`config.mk`:
```
export PLATFORM = sky130hd
export DESIGN_NAME = conv_window_sched
export DESIGN_NICKNAME = d
export VERILOG_FILES = /design/src/rtl/conv_window_sched.sv
export SDC_FILE = /design/constraint.sdc
export NUM_CORES = 1
export LEC_CHECK = 0
export ABC_CLOCK_PERIOD_IN_PS = 15100
export BUFFER_PORTS_ARGS = -buffer_cell sky130_fd_sc_hd__buf_2
export CORE_AREA = 2 2 342 344
export DETAILED_ROUTE_END_ITERATION = 10
export DIE_AREA = 0 0 344 346
export PLACE_DENSITY_LB_ADDON = 0.25
export SYNTH_ARGS = -nofsm -noshare
export SYNTH_HDL_FRONTEND = slang
export SYNTH_SLANG_ARGS = --single-unit
```
`constraint.sdc`:
```
create_clock -name clk -period 15.1 [get_ports clk]
set_input_delay 0.755 -clock clk [delete_from_list [all_inputs] [get_ports clk]]
set_output_delay 0.755 -clock clk [all_outputs]
set_load 0.05 [all_outputs]
```
`src/rtl/conv_window_sched.sv`:
```
// Load/scan controller for a multi-port convolution window buffer: writes one image
// row-major, then presents every KSIZE x KSIZE window as PORT_NUM packed read addresses.
module conv_window_sched #(
    parameter int IMG_W      = 32,
    parameter int IMG_H      = 32,
    parameter int KSIZE      = 5,
    parameter int ADDR_WIDTH = 32,
    parameter int RD_LAT     = 1
) (
    input  logic                              clk,
    input  logic                              rst,
    input  logic                              start,
    input  logic                              abort,
    input  logic                              in_valid,
    output logic                              in_ready,
    output logic                              wr_en,
    output logic [ADDR_WIDTH-1:0]             wr_addr_1P,
    output logic [KSIZE*KSIZE*ADDR_WIDTH-1:0] rd_addr_NP,
    output logic                              win_valid,
    input  logic                              win_ready,
    output logic [15:0]                       win_row,
    output logic [15:0]                       win_col,
    output logic                              busy,
    output logic                              done,
    output logic [2:0]                        state_dbg
);
    localparam int PORT_NUM = KSIZE * KSIZE;
    localparam int NPIX     = IMG_W * IMG_H;
    localparam int IW       = $clog2(NPIX) + 1;
    localparam int SW       = (RD_LAT > 1) ? $clog2(RD_LAT) : 1;
    localparam logic [15:0]   COL_MAX  = 16'(IMG_W - KSIZE);
    localparam logic [15:0]   ROW_MAX  = 16'(IMG_H - KSIZE);
    localparam logic [IW-1:0] LAST_PIX = IW'(NPIX - 1);

    generate
        if (KSIZE > IMG_W || KSIZE > IMG_H) begin : g_bad_ksize
            $error("conv_window_sched: KSIZE must not exceed IMG_W or IMG_H");
        end
    endgenerate

    typedef enum logic [2:0] {
        S_IDLE    = 3'd0,
        S_LOAD    = 3'd1,
        S_SETTLE  = 3'd2,
        S_PRESENT = 3'd3,
        S_DONE    = 3'd4
    } state_t;

    // With zero read latency the addresses are valid as soon as they are registered.
    localparam state_t SCAN_ENTRY = (RD_LAT == 0) ? S_PRESENT : S_SETTLE;

    state_t                         state;
    logic [IW-1:0]                  ld_cnt;
    logic [SW-1:0]                  settle_cnt;
    logic [15:0]                    row, col;
    logic [15:0]                    row_nxt, col_nxt;
    logic                           last_win;
    logic [IW-1:0]                  base;
    logic [PORT_NUM*ADDR_WIDTH-1:0] rd_addr_q, rd_addr_nxt;

    // Handshake: a pixel is written when in_valid & in_ready; a window is accepted
    // when win_valid & win_ready, and win_valid never falls without an acceptance.
    assign in_ready   = (state == S_LOAD);
    assign wr_en      = in_valid & in_ready;
    assign wr_addr_1P = ADDR_WIDTH'(ld_cnt);
    assign rd_addr_NP = rd_addr_q;
    assign win_valid  = (state == S_PRESENT);
    assign win_row    = row;
    assign win_col    = col;
    assign busy       = (state != S_IDLE);
    assign done       = (state == S_DONE);
    assign state_dbg  = state;

    always_comb begin
        row_nxt  = row;
        col_nxt  = col;
        last_win = 1'b0;
        if (state == S_LOAD) begin
            row_nxt = '0;
            col_nxt = '0;
        end else if (col < COL_MAX) begin
            col_nxt = col + 16'd1;
        end else if (row < ROW_MAX) begin
            row_nxt = row + 16'd1;
            col_nxt = '0;
        end else begin
            last_win = 1'b1;
        end
    end

    always_comb begin
        base        = IW'(row_nxt) * IW'(IMG_W) + IW'(col_nxt);
        rd_addr_nxt = '0;
        for (int i = 0; i < KSIZE; i++) begin
            for (int j = 0; j < KSIZE; j++) begin
                rd_addr_nxt[(i*KSIZE+j)*ADDR_WIDTH +: ADDR_WIDTH] =
                    ADDR_WIDTH'(base + IW'(i*IMG_W + j));
            end
        end
    end

    always_ff @(posedge clk or posedge rst) begin
        if (rst) begin
            state      <= S_IDLE;
            ld_cnt     <= '0;
            settle_cnt <= '0;
            row        <= '0;
            col        <= '0;
            rd_addr_q  <= '0;
        end else if (abort) begin
            state      <= S_IDLE;
            ld_cnt     <= '0;
            settle_cnt <= '0;
            row        <= '0;
            col        <= '0;
            rd_addr_q  <= '0;
        end else begin
            case (state)
                S_IDLE: begin
                    if (start) begin
                        state  <= S_LOAD;
                        ld_cnt <= '0;
                    end
                end
                S_LOAD: begin
                    if (in_valid) begin
                        if (ld_cnt == LAST_PIX) begin
                            state      <= SCAN_ENTRY;
                            row        <= row_nxt;
                            col        <= col_nxt;
                            rd_addr_q  <= rd_addr_nxt;
                            settle_cnt <= '0;
                        end else begin
                            ld_cnt <= ld_cnt + IW'(1);
                        end
                    end
                end
                S_SETTLE: begin
                    if (settle_cnt == SW'(RD_LAT - 1)) begin
                        state <= S_PRESENT;
                    end else begin
                        settle_cnt <= settle_cnt + SW'(1);
                    end
                end
                S_PRESENT: begin
                    if (win_ready) begin
                        if (last_win) begin
                            state <= S_DONE;
                        end else begin
                            state      <= SCAN_ENTRY;
                            row        <= row_nxt;
                            col        <= col_nxt;
                            rd_addr_q  <= rd_addr_nxt;
                            settle_cnt <= '0;
                        end
                    end
                end
                S_DONE: begin
                    state <= S_IDLE;
                end
                default: begin
                    state <= S_IDLE;
                end
            endcase
        end
    end
endmodule

```
==> metrics.txt <==
clock sinks=216; Setup Skew=18.08 ps; dpl ws=9274 ps; Initial Util=13.70%; hold_buf cts=0; DR vias/cell=3.191; Slew HR=26.15%; Synth Instances=1773; sum of negative setup slack=0 ps; Most common cell on crit path=nand2_1; post-DP HPWL=48600 um; H-tree depth=1; EDFF count, synth=0; Die Y=346 um; multi-input logic area=0.007053 mm^2; register area=0.005405 mm^2; post-synth top area share=34.18%; Clock Path Buffers=3; # setup viols final=0; drt initial violations=743; Final Hold Fails=0; reg2reg path depth=16; total power=1.911 mW; largest net degree at the start of global routing=95; crit end category=register; Layout Cells excl Fill=3522; vias=11240; Die ar.=0.1190 mm^2; Distinct cells, synth=80; Yosys reg bits=216; max-cap violations=0; vias in the first global route=10122; Final GP Congestion=0.7496; PortBufs=355; gr usage total=10.13%; slowest CP cell=ha_1; first-pass GRT wire length=85720 um; CTS buffer count=29; count leader, synth=buf_4; DR pass1 iterations=8; drt drc=1; Critical Path Source Type=register; Post-CTS Setup Bufs=0; critical path arrival=6250 ps; ant diodes=0; Final ANT Viol Nets=0; CP max stage delay=800 ps; fin nets=2005; crit-path cells=ha_1 > o211ai_2 > nand4_1 > nand2_1 > nand2_1 > a21oi_1 > inv_1 > fa_1 > buf_4 > inv_1 > ha_1 > nand2_1 > nor3_1 > nand2_1 > xnor2_1 > o21ai_0; Seq/Total Area, Yosys=34.18%; CTS tree=done; worst setup path class=reg -> reg; ys async rst share=100.0%; num rows=125; Mapped Area=0.01581 mm^2; Worst-Margin Slew=1104 ps; Worst-path clk slew=70 ps; Critical Path RT=15530 ps; Filler Cell Count=13157; synthesized area per cell=8.919 um^2; Chip Width=344 um; dominant synthesized flop cell=dfrtp_1; Leakage=9.005 nW; Crit Path Max Fanout=24; Synth area leader=dfrtp_1; Top Ports=878; failing checks=design-rule violations; CORE AREA=0.1154 mm^2; status=finished with violations; min Tclk post-route=5820 ps; initial antenna violation count=0; Synth top cells by count=buf_4, dfrtp_1, nand2_1, o21ai_0, xnor2_1; Root Driver=clkbuf_16; dpl cells=3468; CTS resizes=0; period utilisation layout=38.54%; Area contributors post-synth=dfrtp_1, buf_4, nand2_1; post-route setup slack=9280 ps; wire per inst=18.14 um; Syn-to-layout area delta=10.15%; DRT Wirelength=63880 um; global route overflow=0; Max Slew Vio Count=0; worst hold path class=in -> async; Hold Slack=305.2 ps; Warnings, synthesis=0; share of layout cells above drive strength 1=23.32%; Pwr Density=109.7 mW/mm^2; RSZ-0062 raised after global routing=false; VDD IR max=79.71 uV; clk_lat worst skew=590 ps; Max Clock Freq=171.8 MHz
[critical path: cells and delay by family, from the launching register on]
family / cells / cell delay (ps)
fa+ha+maj: 3 / 1670
simple gates: 6 / 1930
buf+inv: 3 / 710
flops: 1 / 650
compound gates: 3 / 470
xor+xnor: 1 / 200
[report_power, final]
| group | total (mW) | internal (mW) | switching [mW] |
|---|---|---|---|
| clock | 0.735 | 0.439 | 0.296 |
| combinational | 0.568 | 0.0442 | 0.523 |
| sequential | 0.608 | 0.591 | 0.0177 |
| total | 1.91 | 1.07 | 0.837 |
[layer usage]
metal | global-route usage [%] | wire length, um
met1 | 13.00 | 27300
met2 | 15.73 | 28750
met3 | 4.293 | 6775
met4 | 2.076 | 1051
met5 | 0 | 0
[kinds of logic (layout without fill, tap and decap cells)]
| family | after synthesis | in the layout | share of synthesized area [%] |
|---|---|---|---|
| adder cells (fa/ha/maj) | 24 | 24 | 1.947 |
| other | 1 | 522 | 0.02372 |
| AND/OR/NAND/NOR | 403 | 403 | 12.11 |
| buffers and inverters | 756 | 460 | 33.81 |
| XOR/XNOR | 78 | 78 | 4.320 |
| AO/OA/AOI/OAI | 282 | 282 | 12.79 |
| flip-flops | 216 | 216 | 34.18 |
| multiplexers | 13 | 13 | 0.8229 |
[registers in the layout, indices dropped and copies added, names as in the netlist]
| register | flops |
|---|---|
| rd_addr_NP | 170 |
| win_col | 16 |
| win_row | 16 |
| ld_cnt | 11 |
| state_dbg | 3 |
[per-stage QoR]
| stage | cell area (um^2) | util (%) |
|---|---|---|
| 2_1_floorplan | 17770 | - |
| 3_3_place_gp | 16430 | 14.24 |
| 3_5_place_dp | 16430 | 14.24 |
| 4_1_cts | 17420 | 15.09 |
| 5_1_grt | 17420 | 15.09 |
| 6_report | 17420 | 15.09 |
[area by class of cell]
| type | count | share of cell area, % |
|---|---|---|
| multi-input combinational | 1322 | 40.49 |
| sequential | 216 | 31.03 |
| timing repair buffer | 379 | 11.23 |
| tap | 1524 | 10.95 |
| clock buffer | 44 | 4.892 |
| clock inverter | 10 | 0.7758 |
| inverter | 27 | 0.6250 |
[worst paths after layout]
check	start	to	slack, ps
worst max-delay path	win_col[0]	rd_addr_NP[106]	9280
min in group clk	rd_addr_NP[198]	rd_addr_NP[198]	470
max in group asynchronous	rst	rd_addr_NP[230]	13300
worst min register to register	rd_addr_NP[198]	rd_addr_NP[198]	470
worst min-delay path	rst	win_col[11]	310
worst max register to register	win_col[0]	rd_addr_NP[106]	9280
[cell usage in the layout, fill, tap and decap left out, types with 33 or more instances in the layout]
| master | netlist | layout |
|---|---|---|
| xnor2_1 | 70 | 68 |
| o31ai_1 | 45 | 45 |
| conb_1 | 1 | 522 |
| nand2_1 | 199 | 199 |
| dfrtp_1 | 216 | 216 |
| o21ai_0 | 74 | 73 |
| nor2_1 | 48 | 47 |
| nor3_1 | 33 | 33 |
| buf_2 | 20 | 355 |
No activity file was read; power rests on OpenSTA's default activity.
